[config.mk]
export PLATFORM = sky130hd
export DESIGN_NAME = cache_miss_ctrl
export DESIGN_NICKNAME = d
export VERILOG_FILES = /design/src/rtl/cache_pkg.sv /design/src/rtl/cache_set_store.sv /design/src/rtl/cache_miss_ctrl.sv
export SDC_FILE = /design/constraint.sdc
export NUM_CORES = 1
export LEC_CHECK = 0
export CORE_UTILIZATION = 35
export DETAILED_ROUTE_END_ITERATION = 10
export PLACE_DENSITY = 0.55
export SLEW_MARGIN = 20
export SYNTH_ARGS = -nofsm -noshare
export SYNTH_HDL_FRONTEND = slang
export SYNTH_HIERARCHICAL = 1
export SYNTH_SLANG_ARGS = --single-unit
export TNS_END_PERCENT = 5
[constraint.sdc]
create_clock -name clock -period 3.7 [get_ports clock]
set_clock_uncertainty 0.1 [all_clocks]
set_input_delay 0.37 -clock clock [delete_from_list [all_inputs] [get_ports clock]]
set_output_delay 0.37 -clock clock [all_outputs]
set_load 0.02 [all_outputs]
[src/rtl/cache_pkg.sv]
// Shared layout and state encoding for the 2-way write-back cache controller.
// Entry layout: {valid, dirty, tag, data}.
package cache_pkg;

  localparam int ENTRY_W = 12;
  localparam int VALID_B = 11;
  localparam int DIRTY_B = 10;
  localparam int TAG_HI  = 9;
  localparam int TAG_LO  = 8;
  localparam int DATA_HI = 7;
  localparam int DATA_LO = 0;

  localparam logic [2:0] ST_IDLE      = 3'd0;
  localparam logic [2:0] ST_COMPARE   = 3'd1;
  localparam logic [2:0] ST_WB        = 3'd2;
  localparam logic [2:0] ST_FILL_REQ  = 3'd3;
  localparam logic [2:0] ST_FILL_WAIT = 3'd4;
  localparam logic [2:0] ST_FILL      = 3'd5;
  localparam logic [2:0] ST_RESP      = 3'd6;

  typedef enum logic [2:0] {
    IDLE      = ST_IDLE,
    COMPARE   = ST_COMPARE,
    WB        = ST_WB,
    FILL_REQ  = ST_FILL_REQ,
    FILL_WAIT = ST_FILL_WAIT,
    FILL      = ST_FILL,
    RESP      = ST_RESP
  } state_t;

  function automatic logic [ENTRY_W-1:0] make_entry(
    input logic                     dirty,
    input logic [TAG_HI-TAG_LO:0]   tag,
    input logic [DATA_HI-DATA_LO:0] data
  );
    return {1'b1, dirty, tag, data};
  endfunction

endpackage

[src/rtl/cache_set_store.sv]
// Tag/data/state storage for both ways of every set plus one LRU bit per set.
// Both ways read combinationally at the current index; one way written per cycle.
module cache_set_store
  import cache_pkg::*;
#(
  parameter int INDEX_W = 3
) (
  input  logic               clock,
  input  logic               reset,
  input  logic [INDEX_W-1:0] index,
  output logic [ENTRY_W-1:0] entry0,
  output logic [ENTRY_W-1:0] entry1,
  output logic               lru,
  input  logic               wr_en,
  input  logic               wr_way,
  input  logic [ENTRY_W-1:0] wr_entry,
  input  logic               lru_we,
  input  logic               lru_val
);

  localparam int SETS = 1 << INDEX_W;

  logic [1:0][SETS-1:0][ENTRY_W-1:0] ways;
  logic [SETS-1:0]                   lru_bits;

  assign entry0 = ways[0][index];
  assign entry1 = ways[1][index];
  assign lru    = lru_bits[index];

  always_ff @(posedge clock) begin
    if (reset) begin
      ways     <= '0;
      lru_bits <= '0;
    end else begin
      if (wr_en)  ways[wr_way][index] <= wr_entry;
      if (lru_we) lru_bits[index]     <= lru_val;
    end
  end

endmodule

[src/rtl/cache_miss_ctrl.sv]
// 2-way set-associative, write-back/write-allocate cache controller in front of a
// 1-cycle-latency RAM. Misses refill and then re-run the lookup, so writes merge on the hit path.
module cache_miss_ctrl
  import cache_pkg::*;
#(
  parameter int ADDR_W  = 5,
  parameter int INDEX_W = 3,
  parameter int DATA_W  = 8,
  parameter int CNT_W   = 8
) (
  input  logic              clock,
  input  logic              reset,
  input  logic              req_valid,
  output logic              req_ready,
  input  logic              req_we,
  input  logic [ADDR_W-1:0] req_addr,
  input  logic [DATA_W-1:0] req_wdata,
  output logic              rsp_valid,
  output logic [DATA_W-1:0] rsp_data,
  output logic              rsp_hit,
  output logic              mem_we,
  output logic [ADDR_W-1:0] mem_addr,
  output logic [DATA_W-1:0] mem_wdata,
  input  logic [DATA_W-1:0] mem_rdata,
  output logic [CNT_W-1:0]  hit_count,
  output logic [CNT_W-1:0]  miss_count
);

  localparam int              TAG_W   = ADDR_W - INDEX_W;
  localparam logic [CNT_W-1:0] CNT_MAX = '1;

  state_t              state;
  logic                op_we;
  logic [ADDR_W-1:0]   op_addr;
  logic [DATA_W-1:0]   op_wdata;
  logic                first_pass;
  logic                victim_way;

  logic [INDEX_W-1:0]  index;
  logic [TAG_W-1:0]    tag;
  logic [ENTRY_W-1:0]  entry0, entry1, miss_entry, wr_entry;
  logic [DATA_W-1:0]   hit_data;
  logic                lru, hit0, hit1, hit, hit_way, miss_way;
  logic                wr_en, wr_way, lru_we;

  assign index = op_addr[INDEX_W-1:0];
  assign tag   = op_addr[ADDR_W-1:INDEX_W];

  cache_set_store #(.INDEX_W(INDEX_W)) u_store (
    .clock    (clock),
    .reset    (reset),
    .index    (index),
    .entry0   (entry0),
    .entry1   (entry1),
    .lru      (lru),
    .wr_en    (wr_en),
    .wr_way   (wr_way),
    .wr_entry (wr_entry),
    .lru_we   (lru_we),
    .lru_val  (~hit_way)
  );

  // Lookup and victim choice; way0 takes priority on a (never expected) double match.
  always_comb begin
    hit0     = entry0[VALID_B] && (entry0[TAG_HI:TAG_LO] == tag);
    hit1     = entry1[VALID_B] && (entry1[TAG_HI:TAG_LO] == tag);
    hit      = hit0 || hit1;
    hit_way  = ~hit0;
    hit_data = hit_way ? entry1[DATA_HI:DATA_LO] : entry0[DATA_HI:DATA_LO];
    if (!entry0[VALID_B])      miss_way = 1'b0;
    else if (!entry1[VALID_B]) miss_way = 1'b1;
    else                       miss_way = lru;
    miss_entry = miss_way ? entry1 : entry0;
  end

  always_comb begin
    wr_en    = 1'b0;
    wr_way   = hit_way;
    wr_entry = make_entry(1'b1, tag, op_wdata);
    lru_we   = 1'b0;
    if (state == COMPARE && hit) begin
      wr_en  = op_we;
      lru_we = 1'b1;
    end
    if (state == FILL) begin
      wr_en    = 1'b1;
      wr_way   = victim_way;
      wr_entry = make_entry(1'b0, tag, mem_rdata);
    end
  end

  always_ff @(posedge clock) begin
    if (reset) begin
      state      <= IDLE;
      op_we      <= 1'b0;
      op_addr    <= '0;
      op_wdata   <= '0;
      first_pass <= 1'b0;
      victim_way <= 1'b0;
      req_ready  <= 1'b1;
      rsp_valid  <= 1'b0;
      rsp_data   <= '0;
      rsp_hit    <= 1'b0;
      mem_we     <= 1'b0;
      mem_addr   <= '0;
      mem_wdata  <= '0;
      hit_count  <= '0;
      miss_count <= '0;
    end else begin
      case (state)
        IDLE: begin
          if (req_valid) begin
            op_we      <= req_we;
            op_addr    <= req_addr;
            op_wdata   <= req_wdata;
            first_pass <= 1'b1;
            req_ready  <= 1'b0;
            state      <= COMPARE;
          end
        end
        COMPARE: begin
          if (hit) begin
            rsp_data  <= op_we ? op_wdata : hit_data;
            rsp_hit   <= first_pass;
            rsp_valid <= 1'b1;
            if (first_pass && hit_count != CNT_MAX) hit_count <= hit_count + 1'b1;
            state     <= RESP;
          end else begin
            if (first_pass && miss_count != CNT_MAX) miss_count <= miss_count + 1'b1;
            first_pass <= 1'b0;
            victim_way <= miss_way;
            if (miss_entry[VALID_B] && miss_entry[DIRTY_B]) begin
              mem_we    <= 1'b1;
              mem_addr  <= {miss_entry[TAG_HI:TAG_LO], index};
              mem_wdata <= miss_entry[DATA_HI:DATA_LO];
              state     <= WB;
            end else begin
              mem_addr <= op_addr;
              state    <= FILL_REQ;
            end
          end
        end
        WB: begin
          mem_we   <= 1'b0;
          mem_addr <= op_addr;
          state    <= FILL_REQ;
        end
        FILL_REQ:  state <= FILL_WAIT;
        FILL_WAIT: state <= FILL;
        FILL:      state <= COMPARE;
        RESP: begin
          rsp_valid <= 1'b0;
          req_ready <= 1'b1;
          state     <= IDLE;
        end
        default:   state <= IDLE;
      endcase
    end
  end

endmodule
==> impl_metrics.yaml <==
place:
  dp_slack_ps: 201.5
  gp_congestion: 0.7935
  portBuffers: 65
  hpwlAfterDp_um: 22080
  postPlaceCellArea_um2: 13190
worst_setup_path:
  slowest_stage: "dfxtp_4"
  start_kind: "flop"
  worstReg2RegStart: "op_addr[0]"
  critPathTopFamily: "simple AND/OR/NAND/NOR gates"
  endpoint_kind: "flop"
  ff2ff_path_depth: 13
  arrival_ps: 3680
  path_class: "reg2reg"
  r2r_end: "u_store/ways[24]"
  cp.required_ps: 3980
  max_stage_delay_ps: 470
  path_cells: "buf_4, mux4_2, nand2_1, nand2_1, and3_2, o21ai_1, inv_1, nand2_1, nand2_1, and3b_2, buf_12, nand3_1, a21oi_1"
  cp_num_buf_inv: 3
  cp_common_cell: "nand2_1"
  critPathMaxFanout: 32
  setup.worst_path.start: "op_addr[0]"
  r2r_setup_slack_ps: 300
floorplanning:
  num_rows: 68
  die_y_um: 188.7
  die-area_um2: 35620
  io_pins: 66
  die_w_um: 188.7
  coreArea_um2: 34460
  initial_core_util: 0.3542
timing:
  period_minus_slack_ps: 3404
  drv_slew: 0
  grt_setup_unrepaired: "no"
  max-slew-margin-rel: 0.2941
  post-route-period-util: 0.9201
  final_hold_viol_count: 0
  fin_tns_setup_ps: 0
  fin_ws_ps: 295.7
  setup_viol: 0
  max_slew.worst_pin.slew_ps: 1059
  fmax_ghz: 0.2937
power_and_ir_drop:
  vdd.ir_drop.worst_uv: 355.3
  finalPower_mw: 6.660
  cellLeakagePower_nw: 4.557
  power.density_nw_per_um2: 471.3
cts:
  post_cts_buffers: 0
  clk_path_buf_depth: 3
  cts_resized: 0
  cts_buffers: 29
  clk_pin_slew_ps: 60
  cts_tree: "built"
  cts_max_level: 1
  cts_hold_buf: 0
  cts_num_sinks: 260
  insertion_delay_ps: 560
  cts-root-buf: "clkbuf_16"
finish:
  drive_gt1_frac: 0.1443
  syn2layout_area_growth_pct: 15.79
  layout_commonest_cell: "dfxtp_1"
  fin_nets: 1421
  mostFrequentLayoutCells: "dfxtp_1 (257), a21oi_1 (227), nand3_1 (204), o21ai_0 (175), nand2_1 (93)"
  final_core_util: 0.4101
  postLayoutCellArea_um2: 14130
  n_antenna_cell: 0
yosys:
  synth_nets: 1437
  synth_area_leaders: "dfxtp_1 (43%), a21oi_1 (9.3%), mux4_2 (8.9%)"
  synth_ff_type: "dfxtp_1"
  synth_top_area_share: 0.4264
  synth_area_um2: 12210
  ys.warnings.count: 6
  synth-seq-cells: 260
  yosysTopAreaCell: "dfxtp_1"
  synth_cell_types: 60
  synth_edf_count: 0
  async_flop_share: 0
  synth_cells: 1410
  syn_avg_cell_area_um2: 8.656
  ys_seq_area_frac: 0.4264
detailed_routing:
  drt-total-wl_um: 37360
  drt_iter0_drc: 819
  ant_nets: 0
  num_vias: 10680
  drt_first_pass_iters: 7
  wl_per_cell_um: 19.99
  vias_per_cell: 5.714
  route.detailed.drc: 0
global_routing:
  antenna_found_initial: 0
  grt_usage: 0.2082
  grt_overflow: 0
  grt_pass1_wl_um: 59660
  grt_max_degree: 158
  grt_pass1_vias: 10090
job:
  cap_violations: 0
outcome:
  status: "completed"
worst_hold_path:
  hold_path.class: "in2reg"
  hold_end: "op_wdata[6]"
  min_delay_path_depth: 3
  hp-start: "req_wdata[6]"
cell families after synthesis:
logic type	after synthesis	share of synthesized area
XOR/XNOR	9	0.006459
multiplexers	104	0.1380
AND/OR/NAND/NOR	396	0.1615
adder cells (fa/ha/maj)	2	0.002050
flip-flops	260	0.4264
other	1	0.0003072
AO/OA/AOI/OAI	463	0.2009
buffers and inverters	175	0.06438
flip-flops by register name (all words and copies together), names as in the netlist:
signal,flops
mem_wdata,8
hit_count,8
rsp_data,8
mem_addr,5
victim_way,1
op_we,1
first_pass,1
rsp_hit,1
rsp_valid,1
mem_we,1
miss_count,8
u_store/lru_bits,8
u_store/ways,192
state,3
op_addr,5
op_wdata,8
req_ready,1
worst max-delay path by stage:
| stage | end | slack [ps] | cells past startpoint |
|---|---|---|---|
| after global placement | u_store/ways[12] | 230 | 12 |
| after detailed placement | u_store/ways[20] | 200 | 12 |
| after CTS | u_store/ways[20] | 190 | 12 |
| final | u_store/ways[24] | 300 | 13 |
| after global routing | u_store/ways[158] | 5 | 14 |
| after floorplan | u_store/ways[51] | 9 | 17 |
cell usage after synthesis (5+ instances only):
master,number
dfxtp_1,260
a21oi_1,227
nand3_1,204
o21ai_0,176
clkbuf_1,103
nand2_1,93
mux4_2,48
buf_2,42
nor2_1,39
mux2_2,33
o21ai_1,23
mux2i_1,22
nand2b_1,10
a211oi_1,9
inv_1,9
buf_4,8
o211ai_1,8
xnor2_1,8
nor2b_1,7
buf_6,6
buf_1,5
per-layer routing:
metal | GRT usage | part of all wire | up-vias
met3 | 0.03371 | 0.064 | 47
met1 | 0.2921 | 0.45 | 5239
met4 | 0.05490 | 0.021 | 0
li1 | - | - | 5053
met5 | 0 | 0 | -
met2 | 0.3303 | 0.46 | 341
stage by stage:
| step | hold WS (ps) | cells |
|---|---|---|
| final | 270.4 | 1869 |
| after global routing | 272.4 | 1869 |
| after CTS | 257.4 | 1869 |
| after detailed placement | 348.9 | 1818 |
| after global placement | 342.2 | 1818 |
| after floorplan | 340.8 | 1410 |
report_power, final:
group / switching [mW] / internal [mW]
sequential: 0.0654 / 2.84
clock: 1.16 / 1.71
combinational: 0.632 / 0.251
total: 1.85 / 4.81
area by class of cell:
cell class	instances	area, µm²
clock buffers	45	855.8
well taps	455	569.3
repair buffers	118	1131
flip-flops and latches	260	5214
multi-input cells	975	6241
fillers	3423	20330
inverters	10	37.54
clock inverters	6	83.83
worst register-to-register path: stages (launching register included):
cell     delay, ps
dfxtp_4        470
buf_4          330
mux4_2         370
nand2_1         90
nand2_1        220
and3_2         300
o21ai_1        190
inv_1           90
nand2_1         80
nand2_1        140
and3b_2        420
buf_12         240
nand3_1        120
a21oi_1         70
Note: power is estimated with default switching activity, not from simulation.
